==> config.mk <==
export PLATFORM = sky130hd
export DESIGN_NAME = logo_sprite_renderer
export DESIGN_NICKNAME = d
export VERILOG_FILES = /design/src/rtl/logo_pkg.sv /design/src/rtl/logo_bounce.sv /design/src/rtl/logo_sprite_renderer.sv
export SDC_FILE = /design/constraint.sdc
export NUM_CORES = 1
export LEC_CHECK = 0
export BUFFER_PORTS_ARGS = -buffer_cell sky130_fd_sc_hd__buf_4
export CAP_MARGIN = 20
export CORE_ASPECT_RATIO = 1.25
export CORE_MARGIN = 5
export CORE_UTILIZATION = 50
export CTS_BUF_LIST = sky130_fd_sc_hd__clkbuf_8
export DETAILED_ROUTE_END_ITERATION = 6
export GPL_ROUTABILITY_DRIVEN = 1
export PLACE_DENSITY_LB_ADDON = 0.15
export SKIP_CTS_REPAIR_TIMING = 1
export SYNTH_ARGS = -nofsm -noshare
export SYNTH_HDL_FRONTEND = slang
export SYNTH_HIERARCHICAL = 1
export SYNTH_SLANG_ARGS = --single-unit
==> constraint.sdc <==
create_clock -name clk -period 2.9 [get_ports clk]
set_clock_uncertainty 0.1 [all_clocks]
set_input_delay 0.58 -clock clk [delete_from_list [all_inputs] [get_ports clk]]
set_output_delay 0.58 -clock clk [all_outputs]
set_load 0.03 [all_outputs]
==> src/rtl/logo_pkg.sv <==
// Shared constants and types for the bouncing logo sprite renderer.
// Imported by the renderer top level and its bounce controller.
package logo_pkg;

  localparam int H_RES          = 640;
  localparam int V_RES          = 480;
  localparam int LOGO_W         = 128;
  localparam int LOGO_H         = 28;
  localparam int BYTES_PER_LINE = 16;
  localparam int LOGO_ADDR_W    = 9;
  localparam int RGB_W          = 12;

  typedef enum logic {
    DIR_POS = 1'b0,
    DIR_NEG = 1'b1
  } dir_e;

  typedef struct packed {
    logic       valid;
    logic       hit;
    logic [2:0] sel;
  } pix_t;

endpackage

==> src/rtl/logo_bounce.sv <==
// Screensaver-style position controller for the logo.
// Moves one step per enabled frame and reflects off the screen walls.
module logo_bounce
  import logo_pkg::*;
#(
  parameter int H_RES  = logo_pkg::H_RES,
  parameter int V_RES  = logo_pkg::V_RES,
  parameter int LOGO_W = logo_pkg::LOGO_W,
  parameter int LOGO_H = logo_pkg::LOGO_H,
  parameter int STEP   = 1,
  parameter int INIT_X = 256,
  parameter int INIT_Y = 226
) (
  input  logic       clk,
  input  logic       rst,
  input  logic       frame_start,
  input  logic       move_en,
  output logic [9:0] pos_x,
  output logic [9:0] pos_y,
  output logic       bounce_pulse
);

  localparam logic [10:0] X_MAX = 11'(H_RES - LOGO_W);
  localparam logic [10:0] Y_MAX = 11'(V_RES - LOGO_H);
  localparam logic [10:0] STP11 = 11'(STEP);
  localparam logic [9:0]  STP10 = 10'(STEP);

  dir_e       dir_x, dir_y;
  dir_e       dir_x_nxt, dir_y_nxt;
  logic [9:0] x_nxt, y_nxt;
  logic       hit_x, hit_y;

  always_ff @(posedge clk) begin
    if (rst) begin
      pos_x        <= 10'(INIT_X);
      pos_y        <= 10'(INIT_Y);
      dir_x        <= DIR_POS;
      dir_y        <= DIR_POS;
      bounce_pulse <= 1'b0;
    end else begin
      pos_x        <= x_nxt;
      pos_y        <= y_nxt;
      dir_x        <= dir_x_nxt;
      dir_y        <= dir_y_nxt;
      bounce_pulse <= hit_x | hit_y;
    end
  end

  // Sums are widened to 11 bits so pos+STEP never wraps.
  always_comb begin
    x_nxt     = pos_x;
    y_nxt     = pos_y;
    dir_x_nxt = dir_x;
    dir_y_nxt = dir_y;
    hit_x     = 1'b0;
    hit_y     = 1'b0;
    if (frame_start && move_en) begin
      unique case (dir_x)
        DIR_POS: begin
          if ({1'b0, pos_x} + STP11 >= X_MAX) begin
            x_nxt     = X_MAX[9:0];
            dir_x_nxt = DIR_NEG;
            hit_x     = 1'b1;
          end else begin
            x_nxt = pos_x + STP10;
          end
        end
        DIR_NEG: begin
          if ({1'b0, pos_x} <= STP11) begin
            x_nxt     = '0;
            dir_x_nxt = DIR_POS;
            hit_x     = 1'b1;
          end else begin
            x_nxt = pos_x - STP10;
          end
        end
      endcase
      unique case (dir_y)
        DIR_POS: begin
          if ({1'b0, pos_y} + STP11 >= Y_MAX) begin
            y_nxt     = Y_MAX[9:0];
            dir_y_nxt = DIR_NEG;
            hit_y     = 1'b1;
          end else begin
            y_nxt = pos_y + STP10;
          end
        end
        DIR_NEG: begin
          if ({1'b0, pos_y} <= STP11) begin
            y_nxt     = '0;
            dir_y_nxt = DIR_POS;
            hit_y     = 1'b1;
          end else begin
            y_nxt = pos_y - STP10;
          end
        end
      endcase
    end
  end

endmodule

==> src/rtl/logo_sprite_renderer.sv <==
// Logo sprite renderer: VGA counters -> ROM address -> per-pixel colour.
// The ROM answers one full clock after the address, hence two stages.
module logo_sprite_renderer
  import logo_pkg::*;
#(
  parameter int H_RES  = logo_pkg::H_RES,
  parameter int V_RES  = logo_pkg::V_RES,
  parameter int LOGO_W = logo_pkg::LOGO_W,
  parameter int LOGO_H = logo_pkg::LOGO_H,
  parameter int STEP   = 1,
  parameter int INIT_X = 256,
  parameter int INIT_Y = 226,
  parameter logic [RGB_W-1:0] FG_COLOR = 12'hFFF
) (
  input  logic                   clk,
  input  logic                   rst,
  input  logic                   pix_tick,
  input  logic [9:0]             hcount,
  input  logic [9:0]             vcount,
  input  logic                   video_on,
  input  logic                   frame_start,
  input  logic                   move_en,
  output logic [LOGO_ADDR_W-1:0] rom_addr,
  input  logic [7:0]             rom_data,
  output logic                   logo_on,
  output logic [RGB_W-1:0]       logo_rgb,
  output logic [9:0]             pos_x,
  output logic [9:0]             pos_y,
  output logic                   bounce_pulse
);

  logic [10:0] h11, v11, px11, py11;
  logic        hit;
  logic [6:0]  rel_x;
  logic [4:0]  rel_y;
  logic        px_on;
  pix_t        s1, s2;

  assign h11  = {1'b0, hcount};
  assign v11  = {1'b0, vcount};
  assign px11 = {1'b0, pos_x};
  assign py11 = {1'b0, pos_y};

  assign hit = video_on
             && (h11 >= px11) && (h11 < px11 + 11'(LOGO_W))
             && (v11 >= py11) && (v11 < py11 + 11'(LOGO_H));

  // Only the low bits of the offsets are needed once hit holds.
  assign rel_x = hcount[6:0] - pos_x[6:0];
  assign rel_y = vcount[4:0] - pos_y[4:0];
  assign px_on = s2.hit & rom_data[s2.sel];

  always_ff @(posedge clk) begin
    if (rst) begin
      rom_addr <= '0;
      s1       <= '0;
      s2       <= '0;
      logo_on  <= 1'b0;
      logo_rgb <= '0;
    end else begin
      s1.valid <= pix_tick;
      if (pix_tick) begin
        rom_addr <= hit ? {rel_y, rel_x[6:3]} : '0;
        s1.hit   <= hit;
        s1.sel   <= 3'd7 - rel_x[2:0];
      end
      s2 <= s1;
      if (s2.valid) begin
        logo_on  <= px_on;
        logo_rgb <= px_on ? FG_COLOR : '0;
      end
    end
  end

  logo_bounce #(
    .H_RES (H_RES),
    .V_RES (V_RES),
    .LOGO_W(LOGO_W),
    .LOGO_H(LOGO_H),
    .STEP  (STEP),
    .INIT_X(INIT_X),
    .INIT_Y(INIT_Y)
  ) u_bounce (
    .clk         (clk),
    .rst         (rst),
    .frame_start (frame_start),
    .move_en     (move_en),
    .pos_x       (pos_x),
    .pos_y       (pos_y),
    .bounce_pulse(bounce_pulse)
  );

endmodule

## Yosys cells after proc, flatten, opt, wreduce, memory -nomap -nowiden

Index checks and enable logic that the tools add are counted.

- Register bits after elaboration: 55
- Input bits: 34
- Output and inout port bits: 43
- Logic and storage cells: 65

- Add/subtract/negate cells: 11
- Magnitude comparators: 9
- Mux-type cells: 22
- Bitwise operators: 4
- Reductions and logical operators: 5

Operators with widths:

| kind | number |
|---|---|
| two-way mux 10 bit | 4 |
| one-hot mux 10 bit (2 select lines) | 2 |
| adder 10 x 1 -> 11 bit, second input constant | 2 |
| < comparator 10 x 11 -> 1 bit | 2 |
| adder 10 x 1 -> 10 bit, second input constant | 2 |
| greater-or-equal comparator 10 bit | 2 |
| less-or-equal comparator 10 x 1 -> 1 bit, second input constant | 2 |
| subtractor 10 x 1 -> 10 bit, second input constant | 2 |
| two-way mux 12 bit | 1 |
| adder 10 x 5 -> 11 bit, second input constant | 1 |
| adder 10 x 8 -> 11 bit, second input constant | 1 |
| greater-or-equal comparator 11 x 10 -> 1 bit, second input constant | 1 |
| greater-or-equal comparator 11 x 9 -> 1 bit, second input constant | 1 |
| two-way mux 1 bit | 9 |
| two-way mux 9 bit | 1 |
| one-hot mux 1 bit (2 select lines) | 4 |
| subtractor 7 bit | 1 |
| logical AND 1 bit | 5 |
| subtractor 5 bit | 1 |
| < comparator 3 x 4 -> 1 bit, second input constant | 1 |
| binary-select mux 1 bit (select 3 bit) | 1 |
| subtractor 3 bit, first input constant | 1 |
| NOT 1 bit | 2 |
| bitwise AND 1 bit | 1 |
| OR 1 bit | 1 |

## Longest topological paths before layout

Gate-level depths: netlist (run 1).

- Word-level depth: 6
- Mapped depth: 12

## By module

Netlist (run 1), hierarchy kept.

By module, submodules not included:

| module | times used | cells an instance | area an instance (µm²) | seq. area each (µm²) |
|---|---|---|---|---|
| logo_bounce | 1 | 287 | 2095.8 | 460.4 |
| logo_sprite_renderer | 1 | 212 | 1889.3 | 400.4 |

## Worst setup path after synthesis (run 1)

Ideal clock, no wire load.

- Path type: register to register
- Start point: reg u_bounce.pos_y[2]
- End point: reg rom_addr[0]
- Data arrival time: 2.840 ns
- Required time: 2.740 ns
- Setup slack: -0.099 ns
- Cell stages (with the launch flop): 12
- Path buffers: 0
- Cells stage by stage: dfxtp_1 inv_1 ha_1 nor2b_2 nor4_1 xnor2_1 ha_1 a21oi_1 o22ai_1 or4_4 nor3_4 a22o_1

- Cells in the longest elaborated chain, start to end: 4

Ends and longest elaborated chain:

| element | RTL line | text |
|---|---|---|
| start: declaration | logo_bounce.sv:19 | `output logic [9:0] pos_y,` |
| start signal: assignment | logo_bounce.sv:36 | `pos_y <= 10'(INIT_Y);` |
| start signal: assignment | logo_bounce.sv:42 | `pos_y <= y_nxt;` |
| adder 10 x 5 -> 11 bit or greater-or-equal comparator 10 bit (tied branches) | logo_sprite_renderer.sv:46 | `&& (v11 >= py11) && (v11 < py11 + 11'(LOGO_H));` |
| < comparator 10 x 11 -> 1 bit or logical AND 1 bit (tied branches) | logo_sprite_renderer.sv:46 |  |
| logical AND 1 bit * | logo_sprite_renderer.sv:46 |  |
| two-way mux 9 bit * | logo_sprite_renderer.sv:63 | `rom_addr <= hit ? {rel_y, rel_x[6:3]} : '0;` |
| end signal: assignment | logo_sprite_renderer.sv:63 |  |
| end: declaration | logo_sprite_renderer.sv:23 | `output logic [LOGO_ADDR_W-1:0] rom_addr,` |

Every way passes the cells marked *; elsewhere a longest branch is shown, timed or not.
A chain may end at the register's enable or synchronous reset.

## Worst setup path in the final report (run 1)

- Start point: reg u_bounce.pos_y[2]
- End point: reg rom_addr[6]

- Cells in the longest elaborated chain, start to end: 4

Ends and longest elaborated chain:

| element | RTL line |
|---|---|
| adder 10 x 5 -> 11 bit or greater-or-equal comparator 10 bit (tied branches) | logo_sprite_renderer.sv:46 |
| < comparator 10 x 11 -> 1 bit or logical AND 1 bit (tied branches) | logo_sprite_renderer.sv:46 |
| logical AND 1 bit | logo_sprite_renderer.sv:46 |
| two-way mux 9 bit * | logo_sprite_renderer.sv:63 |

Marked as above.

==> results of run 1 <==
==> flip-flops by register name, indices dropped and copies added (netlist names) <==
register               cells
logo_rgb                   1
rom_addr                   9
s1                         5
s2                         5
u_bounce/bounce_pulse      1
u_bounce/dir_x             1
u_bounce/dir_y             1
u_bounce/pos_x            10
u_bounce/pos_y            10
==> cells by family (layout without fill, tap and decap cells) <==
kind of cell	count (synthesis)	in the layout	synth area share
buffers and inverters	76	141	0.0939
and+or+nand+nor	170	170	0.233
AOI/OAI and AO/OA	137	137	0.245
DFF	43	43	0.216
xor gates and xnor gates	22	22	0.0484
adders and majority gates	41	41	0.132
muxes	10	10	0.0320
==> path summary, 6_finish.rpt <==
check                                               startpoint                  endpoint  slack, ns  depth (start not counted)
worst min register to register                s1[4]$_SDFF_PP0_          s2[4]$_SDFF_PP0_       0.34                          1
worst min-delay path                          s1[4]$_SDFF_PP0_          s2[4]$_SDFF_PP0_       0.34                          1
worst max register to register  u_bounce/pos_y[2]$_SDFFE_PP0P_  rom_addr[6]$_SDFFE_PP0P_       0.16                         13
worst max-delay path            u_bounce/pos_y[2]$_SDFFE_PP0P_  rom_addr[6]$_SDFFE_PP0P_       0.16                         13
==> metal layers <==
metal,wire length [um],track usage,vias up
met4,124,0.0606,0
met1,4610,0.270,1834
met2,5470,0.382,153
met5,0,0,-
met3,736,0.0370,10
li1,-,-,1966
==> stage by stage <==
step / cells / hold WS [ns] / power [mW] / setup slack [ns] / utilization
after floorplan: 499 / 0.314 / 0.831 / 0.0623 / -
after global placement: 650 / 0.317 / 0.926 / 0.0998 / 0.590
after detailed placement: 650 / 0.329 / 0.932 / 0.00357 / 0.590
after CTS: 658 / 0.347 / 1.35 / -0.0256 / 0.603
after global routing: 659 / 0.365 / 1.42 / -0.0120 / 0.608
final: 659 / 0.342 / 1.35 / 0.155 / 0.608
==> power groups by stage <==
stage	Sequential [mW]	Clock, mW	Combinational [mW]
2_1_floorplan	0.642	0	0.188
3_3_place_gp	0.633	0	0.293
3_5_place_dp	0.634	0	0.298
4_1_cts	0.620	0.431	0.299
5_1_grt	0.623	0.459	0.334
6_report	0.620	0.425	0.301
==> area by class of cell <==
class / count / area, um^2 / share of cell area
Clock buffer: 7 / 96.3 / 0.0203
Clock inverter: 1 / 3.75 / 0.000793
Inverter: 34 / 130 / 0.0275
Multi-Input combinational cell: 380 / 2770 / 0.584
Sequential cell: 43 / 863 / 0.182
Tap cell: 95 / 119 / 0.0251
Timing Repair Buffer: 99 / 756 / 0.160
==> cells in the final DEF, fill, tap and decap left out, drive strengths merged, types with 15 or more instances in the layout <==
cell,instances
buf,99
dfxtp,43
a21oi,40
ha,39
inv,35
nand2,32
nor2,31
nand3,20
o21ai,20
xnor2,16
nor3,15
==> impl_metrics.tcl, run 1 <==
set metrics [dict create \
    worstPathMaxFanout 10 \
    core_area_um2 7790 \
    crit_chain "inv_1, ha_1, nor2b_4, nor2_1, xnor2_1, ha_1, and3_1, a221oi_1, a211o_1, o31ai_1, nor3_4, buf_12, a22o_1" \
    post_drt_wl_per_cell_um 16.6 \
    slew_violations 0 \
    hold_path_class "reg2reg" \
    synthTopCellsByCount "43 x dfxtp_1, 40 x a21oi_1, 39 x ha_1" \
    drt_iter0_drc 177 \
    grt_max_degree 35 \
    period_minus_slack_ns 2.74 \
    final_area_um2 4730 \
    synth.top_cell.area_share 0.216 \
    vias 3963 \
    combPwrFrac 0.224 \
    ys_seq_elements 43 \
    grt_pass1_wl_um 17800 \
    path_delay_family "compound AO/OA/AOI/OAI gates" \
    root_buffer "clkbuf_8" \
    nFillCells 734 \
    power.switching_uw 393 \
    worstPathArrival_ns 2.88 \
    routed_wl_um 10900 \
    synth.most_common_cell "dfxtp_1" \
    switching_share 0.292 \
    synth_edf_count 0 \
    start_util 0.511 \
    p_int_uw 953 \
    syn_inst 499 \
    layout-drive-gt1-share 0.245 \
    final_min_period_over_clock_period 0.946 \
    cts-htree-levels 2 \
    vdd_drop_max_uv 209 \
    status "complete, no violations" \
    routabilityCongestion 0.954 \
    power_frac_seq 0.461 \
    fin_setup_tns_ns 0 \
    clock-sinks 43 \
    areaGrowthSynthToFinish_pct 18.8 \
    syn-num-nets 574 \
    placed_area_um2 4600 \
    antenna_found_initial 0 \
    cp_num_buf_inv 2 \
    cts_inserted_buffers 5 \
    pin_count 77 \
    final_hold_viol_count 0 \
    worst_slew_pin_slew_ns 0.603 \
    vias_per_cell 6.01 \
    cts_buffer_depth 2 \
    ys_warn_count 6 \
    yosysTopAreaCell "dfxtp_1" \
    synthTopCellsByArea "dfxtp_1 22%, ha_1 12%, a21oi_1 5.0%, xnor2_1 3.5%, nand2_1 3.0%" \
    drv_cap 0 \
    drt_pass1_iterations 5 \
    syn_area_per_cell_um2 7.99 \
    relSlewSlack 0.596 \
    globalRouteOverflowTotal 0 \
    grt_pass1_vias 3667 \
    path_clk_slew_ns 0.09 \
    pwr-share-clk 0.315 \
    cp_slowest_cell "a221oi_1" \
    hpwlAfterDp_um 8310 \
    power.leakage_nw 1.99 \
    diodes 0 \
    cpPeakStageDelay_ns 0.34 \
    fin_nets 638 \
    power_density_nw_per_um2 284 \
    dieArea_um2 9870 \
    die_x_um 89.9 \
    cts_tree "built" \
    synth_ff_type "dfxtp_1" \
    end_kind "flop" \
    finalSetupViolCount 0 \
    fp-row-count 36 \
    crit_type "reg2reg" \
    drtAntennaViolNets 0 \
    cp.required_ns 3.03 \
    synth.distinct_cells 75 \
    grt_use_total 0.216 \
    die_h_um 110 \
    ys_seq_area_frac 0.216 \
    path_common_cell "ha_1" \
    drcViolationCount 0 \
    ys_async_sr_fraction 0 \
    io_buffers 76 \
    netlist_area_um2 3990 \
    clock_latency_ns 0.30 \
    max_freq_ghz 0.364 \
    start_kind "flop" \
]
Note: power is estimated with default switching activity, not from simulation.
==> run 2, diff against run 1 <==
ABC_AREA = 1   (was default)
SETUP_SLACK_MARGIN = 0.2   (was default)
==> run 2 against run 1 <==
Effect of this change: critical path depth did not move; clock power up 20%; worst setup slack improved by 0.25 ns; sequential power rose by 5.6%; largest power group unchanged; die area decreased by 1.3%; combinational power up 91%; critical path type unchanged; largest cell class unchanged; sequential cell count stayed put; final cell count increased by 15%.
==> impl_metrics.tcl, run 2 <==
set metrics [dict create \
    reg2reg_slack_ns 0.41 \
    grt_use_total 0.207 \
    power.switching_uw 610 \
    start_kind "flop" \
    pin_count 77 \
    routabilityCongestion 0.889 \
    hpwlAfterDp_um 8010 \
    synth.distinct_cells 44 \
    ys_async_sr_fraction 0 \
    grt_pass1_vias 3654 \
    clock_latency_ns 0.30 \
    synthTopCellsByCount "132 x nand2_1, 73 x inv_1, 54 x nor2_1" \
    start_util 0.507 \
    ys_seq_area_frac 0.219 \
    cp.required_ns 3.00 \
    diodes 0 \
    max_freq_ghz 0.401 \
    synth_top_family_by_area "simple AND/OR/NAND/NOR gates" \
    final_hold_viol_count 0 \
    power_density_nw_per_um2 376 \
    critical_path.startpoint "u_bounce/pos_y[3]$_SDFFE_PP0P_" \
    fin_nets 734 \
    netlist_area_um2 3930 \
    final_min_period_over_clock_period 0.860 \
    combPwrFrac 0.331 \
    vias 3964 \
    layout-drive-gt1-share 0.215 \
    mostFrequentLayoutCells "132 x nand2_1, 85 x buf_4, 73 x inv_1, 54 x nor2_1" \
    p_int_mw 1.13 \
    post_drt_wl_per_cell_um 13.5 \
    routed_wl_um 10200 \
    slew_violations 0 \
    end_kind "flop" \
    synthTopCellsByArea "dfxtp_1 22%, nand2_1 13%, ha_1 12%, inv_1 7.0%, nand3_1 5.4%" \
    drv_cap 0 \
    pwr-share-clk 0.293 \
    fin_setup_tns_ns 0 \
    layout_commonest_cell "nand2_1" \
    ys_warn_count 6 \
    drt_iter0_drc 202 \
    synth_xor_area_frac 0.0602 \
    critPathCapture "rom_addr[6]$_SDFFE_PP0P_" \
    relSlewSlack 0.445 \
    crit_chain "inv_1, ha_1, a21oi_4, nand3_1, xor2_1, ha_1, nand2_1, inv_1, nand4_1, nor2_1, nor2_4, nand3_1, nand2_1" \
    synth_simple_gate_area_share 0.320 \
    synthMuxAreaShare 0 \
    power.leakage_nw 2.34 \
    holdWs_ns 0.310 \
    die_h_um 109 \
    worstPathMaxFanout 8 \
    cts-htree-levels 2 \
    place_ws_ns 0.291 \
    synth.top_cell.area_share 0.219 \
    core_area_um2 7750 \
    power.total_mw 1.74 \
    path_clk_slew_ns 0.09 \
    clock-sinks 43 \
    drtAntennaViolNets 0 \
    cts_buffer_depth 2 \
    vdd_drop_max_uv 290 \
    die_x_um 89.3 \
    synth_compound_area_frac 0.137 \
    r2r-start "u_bounce/pos_y[3]$_SDFFE_PP0P_" \
    grt_max_degree 30 \
    fp-row-count 36 \
    synth_edf_count 0 \
    cts_inserted_buffers 5 \
    worstPathArrival_ns 2.59 \
    synth.most_common_cell "nand2_1" \
    setup_slack_ns 0.407 \
    period_minus_slack_ns 2.49 \
    switching_share 0.350 \
    utilization 0.598 \
    antenna_found_initial 0 \
    reg_top3 "u_bounce/pos_x: 10 flops, u_bounce/pos_y: 10 flops, rom_addr: 9 flops" \
    nFillCells 798 \
    syn_area_per_cell_um2 6.61 \
    hold_path_class "reg2reg" \
    cp_slowest_cell "dfxtp_4" \
    syn-num-nets 669 \
    root_buffer "clkbuf_8" \
    dieArea_um2 9740 \
    rsz0062_at_grt "false" \
    io_buffers 76 \
    areaGrowthSynthToFinish_pct 17.9 \
    crit_type "reg2reg" \
    vias_per_cell 5.25 \
    globalRouteOverflowTotal 0 \
    syn_inst 594 \
    power_frac_seq 0.377 \
    r2r_cells 13 \
    drt_pass1_iterations 5 \
    synth_fa_ha_area_frac 0.134 \
    grt_pass1_wl_um 16200 \
    r2r_end "rom_addr[6]$_SDFFE_PP0P_" \
    ys_seq_elements 43 \
    worst_slew_pin_slew_ns 0.831 \
    drcViolationCount 0 \
    finalSetupViolCount 0 \
    cpPeakStageDelay_ns 0.40 \
    cts_tree "built" \
    synth_ff_type "dfxtp_1" \
    yosysTopAreaCell "dfxtp_1" \
    status "complete, no violations" \
]
run 2: cell types whose count changed in the layout (fill, tap and decap cells not counted), moves of 9 or more:
cell / delta
nand2_1: +100
inv_1: +43
nor2_2: +9
o21ai_0: +9
a22o_1: -9
buf_4: -13
nand3_1: +22
nor4_1: -9
nor2b_1: -9
nand2_2: +11
xor2_1: +12
nor2_1: +23
run 2: cell families (layout without fill, tap and decap cells):
logic type / after synthesis / in the layout
AO/OA/AOI/OAI: 93 / 93
adder cells (fa/ha/maj): 41 / 41
AND/OR/NAND/NOR: 277 / 278
flip-flops: 43 / 43
XOR/XNOR: 27 / 27
buffers and inverters: 113 / 178
run 2: layout make-up:
cell class                 count  area (um^2)  area share
multi-input combinational    439         2570       0.555
sequential                    43          865       0.187
timing repair buffer          85          638       0.138
tap                           95          119      0.0257
clock buffer                   6         82.6      0.0178
inverter                      85          319      0.0689
clock inverter                 2         38.8     0.00837
run 2: worst min-delay path by stage:
stage	slack, ns	depth (start not counted)	endpoint	from
global placement	0.29	2	s2[4]$_SDFF_PP0_	s1[4]$_SDFF_PP0_
detailed placement	0.30	2	s2[4]$_SDFF_PP0_	s1[4]$_SDFF_PP0_
CTS	0.31	2	s2[4]$_SDFF_PP0_	s1[4]$_SDFF_PP0_
finish	0.31	2	s2[4]$_SDFF_PP0_	s1[4]$_SDFF_PP0_
floorplan	0.29	2	s2[4]$_SDFF_PP0_	s1[4]$_SDFF_PP0_
global route	0.33	2	s2[4]$_SDFF_PP0_	s1[4]$_SDFF_PP0_
run 2: stage by stage:
stage | instance area [um^2] | cells
4_1_cts | 4600 | 752
3_3_place_gp | 4480 | 744
5_1_grt | 4630 | 755
6_report | 4630 | 755
2_1_floorplan | 3930 | 594
3_5_place_dp | 4480 | 744
run 2: power by group through the flow:
stage          registers [mW]  clock network, mW  logic (mW)
2_1_floorplan           0.690                  0       0.384
3_3_place_gp            0.670                  0       0.552
3_5_place_dp            0.670                  0       0.563
4_1_cts                 0.656              0.522       0.567
5_1_grt                 0.661              0.546       0.642
6_report                0.655              0.510       0.575
run 2: critical path: cells and delay by family (launching register included):
| family | cells | cell delay, ns |
|---|---|---|
| adders and majority gates | 2 | 0.56 |
| and+or+nand+nor | 7 | 0.81 |
| xor gates and xnor gates | 1 | 0.17 |
| AOI/OAI and AO/OA | 1 | 0.20 |
| DFF | 1 | 0.40 |
| buffers and inverters | 2 | 0.16 |
run 2: metal layers:
metal  track usage  part of all wire
met1         0.244              0.41
met2         0.393              0.52
met3        0.0272             0.055
met4        0.0404             0.011
met5             0                 0
==> run 3, diff against run 2 <==
CELL_PAD_IN_SITES_DETAIL_PLACEMENT = 1   (was default)
CELL_PAD_IN_SITES_GLOBAL_PLACEMENT = 1   (was default)
CORE_UTILIZATION = 37   (was 50)
==> run 3 against run 2 <==
Effect of this change: wire length grew 17%; sequential cell count is the same; maximum frequency grew 3.4%; critical path depth is the same; first-iteration DRC count shrank 32%; critical endpoint is now rom_addr[4]$_SDFFE_PP0P_; largest power group unchanged; highest routed layer unchanged.
==> impl_metrics.tcl, run 3 (synthesis gave the netlist of run 2 again) <==
set metrics [dict create \
    die_h_um 125 \
    antenna_found_initial 0 \
    routed_wl_um 12000 \
    hpwlAfterDp_um 9790 \
    root_buffer "clkbuf_8" \
    slew_violations 0 \
    vias 3998 \
    worst_slew_pin_slew_ns 0.589 \
    worstPathMaxFanout 5 \
    power_density_nw_per_um2 392 \
    r2r_cells 13 \
    grt_max_degree 21 \
    drtAntennaViolNets 0 \
    core_area_um2 10500 \
    worstPathArrival_ns 2.52 \
    rsz0062_at_grt "true" \
    relSlewSlack 0.606 \
    globalRouteOverflowTotal 0 \
    crit_chain "inv_1, ha_1, a21oi_4, nand3_1, xor2_1, ha_1, nand2_1, inv_1, nand4_1, nor2_1, nor2_2, nand3_1, nand2_1" \
    pin_count 77 \
    reg2reg_slack_ns 0.49 \
    cp.required_ns 3.01 \
    nFillCells 1434 \
    fin_setup_tns_ns 0 \
    placed_area_um2 4550 \
    diodes 0 \
    seq_area_um2 861 \
    min_from "s1[4]$_SDFF_PP0_" \
    worstSetupPathDepth 13 \
    max_freq_ghz 0.415 \
    end_kind "flop" \
    path_delay_family "simple AND/OR/NAND/NOR gates" \
    cts_inserted_buffers 5 \
    routabilityCongestion 0.832 \
    clock-sinks 43 \
    mostFrequentLayoutCells "132 x nand2_1, 86 x buf_4, 73 x inv_1, 54 x nor2_1, 43 x dfxtp_1" \
    period_minus_slack_ns 2.41 \
    r2r-start "u_bounce/pos_y[2]$_SDFFE_PP0P_" \
    critPathCapture "rom_addr[4]$_SDFFE_PP0P_" \
    crit_type "reg2reg" \
    dpl.cell_count 784 \
    critical_path.startpoint "u_bounce/pos_y[2]$_SDFFE_PP0P_" \
    vias_per_cell 5.04 \
    fin_nets 735 \
    cp_slowest_cell "dfxtp_1" \
    drcViolationCount 0 \
    hold_path_class "reg2reg" \
    post_drt_wl_per_cell_um 15.1 \
    cts_buffer_depth 2 \
    multiInputGateArea_um2 2560 \
    finalSetupViolCount 0 \
    status "complete, no violations" \
    final_min_period_over_clock_period 0.832 \
    grt_pass1_wl_um 19700 \
    place_ws_ns 0.530 \
    drt_iter0_drc 138 \
    die_x_um 102 \
    layout_commonest_cell "nand2_1" \
    start_util 0.374 \
    grt_pass1_vias 4225 \
    clock_latency_ns 0.31 \
    path_clk_slew_ns 0.10 \
    io_buffers 76 \
    cts_tree "built" \
    drv_cap 0 \
    areaGrowthSynthToFinish_pct 19.6 \
    drt_pass1_iterations 4 \
    vdd_drop_max_uv 197 \
    setup_slack_ns 0.488 \
    power.leakage_nw 2.36 \
    r2r_end "rom_addr[4]$_SDFFE_PP0P_" \
    dieArea_um2 12800 \
    cts-htree-levels 2 \
    stdcell_count 793 \
    layout-drive-gt1-share 0.215 \
    cp_num_buf_inv 2 \
    grt_use_total 0.189 \
    final_hold_viol_count 0 \
    final_area_um2 4700 \
    start_kind "flop" \
    fp-row-count 42 \
    utilization 0.447 \
    cpPeakStageDelay_ns 0.34 \
    reg_top3 "u_bounce/pos_x: 10 flops, u_bounce/pos_y: 10 flops, rom_addr: 9 flops" \
]
run 3: how the worst min path moves through the flow:
stage / cells after the start / slack, ns / endpoint
floorplan: 2 / 0.29 / s2[4]$_SDFF_PP0_
global placement: 2 / 0.30 / s2[4]$_SDFF_PP0_
detailed placement: 2 / 0.31 / s2[4]$_SDFF_PP0_
CTS: 2 / 0.32 / s2[4]$_SDFF_PP0_
global route: 2 / 0.35 / s2[4]$_SDFF_PP0_
finish: 2 / 0.32 / s2[4]$_SDFF_PP0_
run 3: report_power, final:
group          leakage (nW)  internal (mW)  switching, mW  total, mW
Sequential            0.351          0.616         0.0385      0.655
Combinational          1.94          0.231          0.358      0.589
Clock                0.0703          0.350          0.245      0.595
Total                  2.36           1.20          0.642       1.84
run 3: worst register-to-register path, cell delays in order (launching register included):
cell	delay, ns
dfxtp_1	0.34
inv_1	0.07
ha_1	0.25
a21oi_4	0.20
nand3_1	0.11
xor2_1	0.17
ha_1	0.31
nand2_1	0.06
inv_1	0.06
nand4_1	0.10
nor2_1	0.26
nor2_2	0.13
nand3_1	0.10
nand2_1	0.05
run 3: routing by layer:
| layer | wire, um | vias up | GRT usage |
|---|---|---|---|
| li1 | - | 2038 | - |
| met1 | 4890 | 1877 | 0.216 |
| met2 | 6490 | 71 | 0.364 |
| met3 | 409 | 12 | 0.0201 |
| met4 | 183 | 0 | 0.0456 |
| met5 | 0 | - | 0 |
run 3: through the flow:
stage | total power [mW] | hold slack, ns
6_report | 1.84 | 0.320
5_1_grt | 1.95 | 0.349
4_1_cts | 1.86 | 0.324
3_5_place_dp | 1.26 | 0.309
3_3_place_gp | 1.24 | 0.302
2_1_floorplan | 1.07 | 0.288
run 3: layout make-up:
type | count | area share
clock inverters | 3 | 0.0152
repair buffers | 86 | 0.137
multi-input cells | 439 | 0.546
inverters | 85 | 0.0679
flip-flops and latches | 43 | 0.183
clock buffers | 5 | 0.0147
well taps | 132 | 0.0352
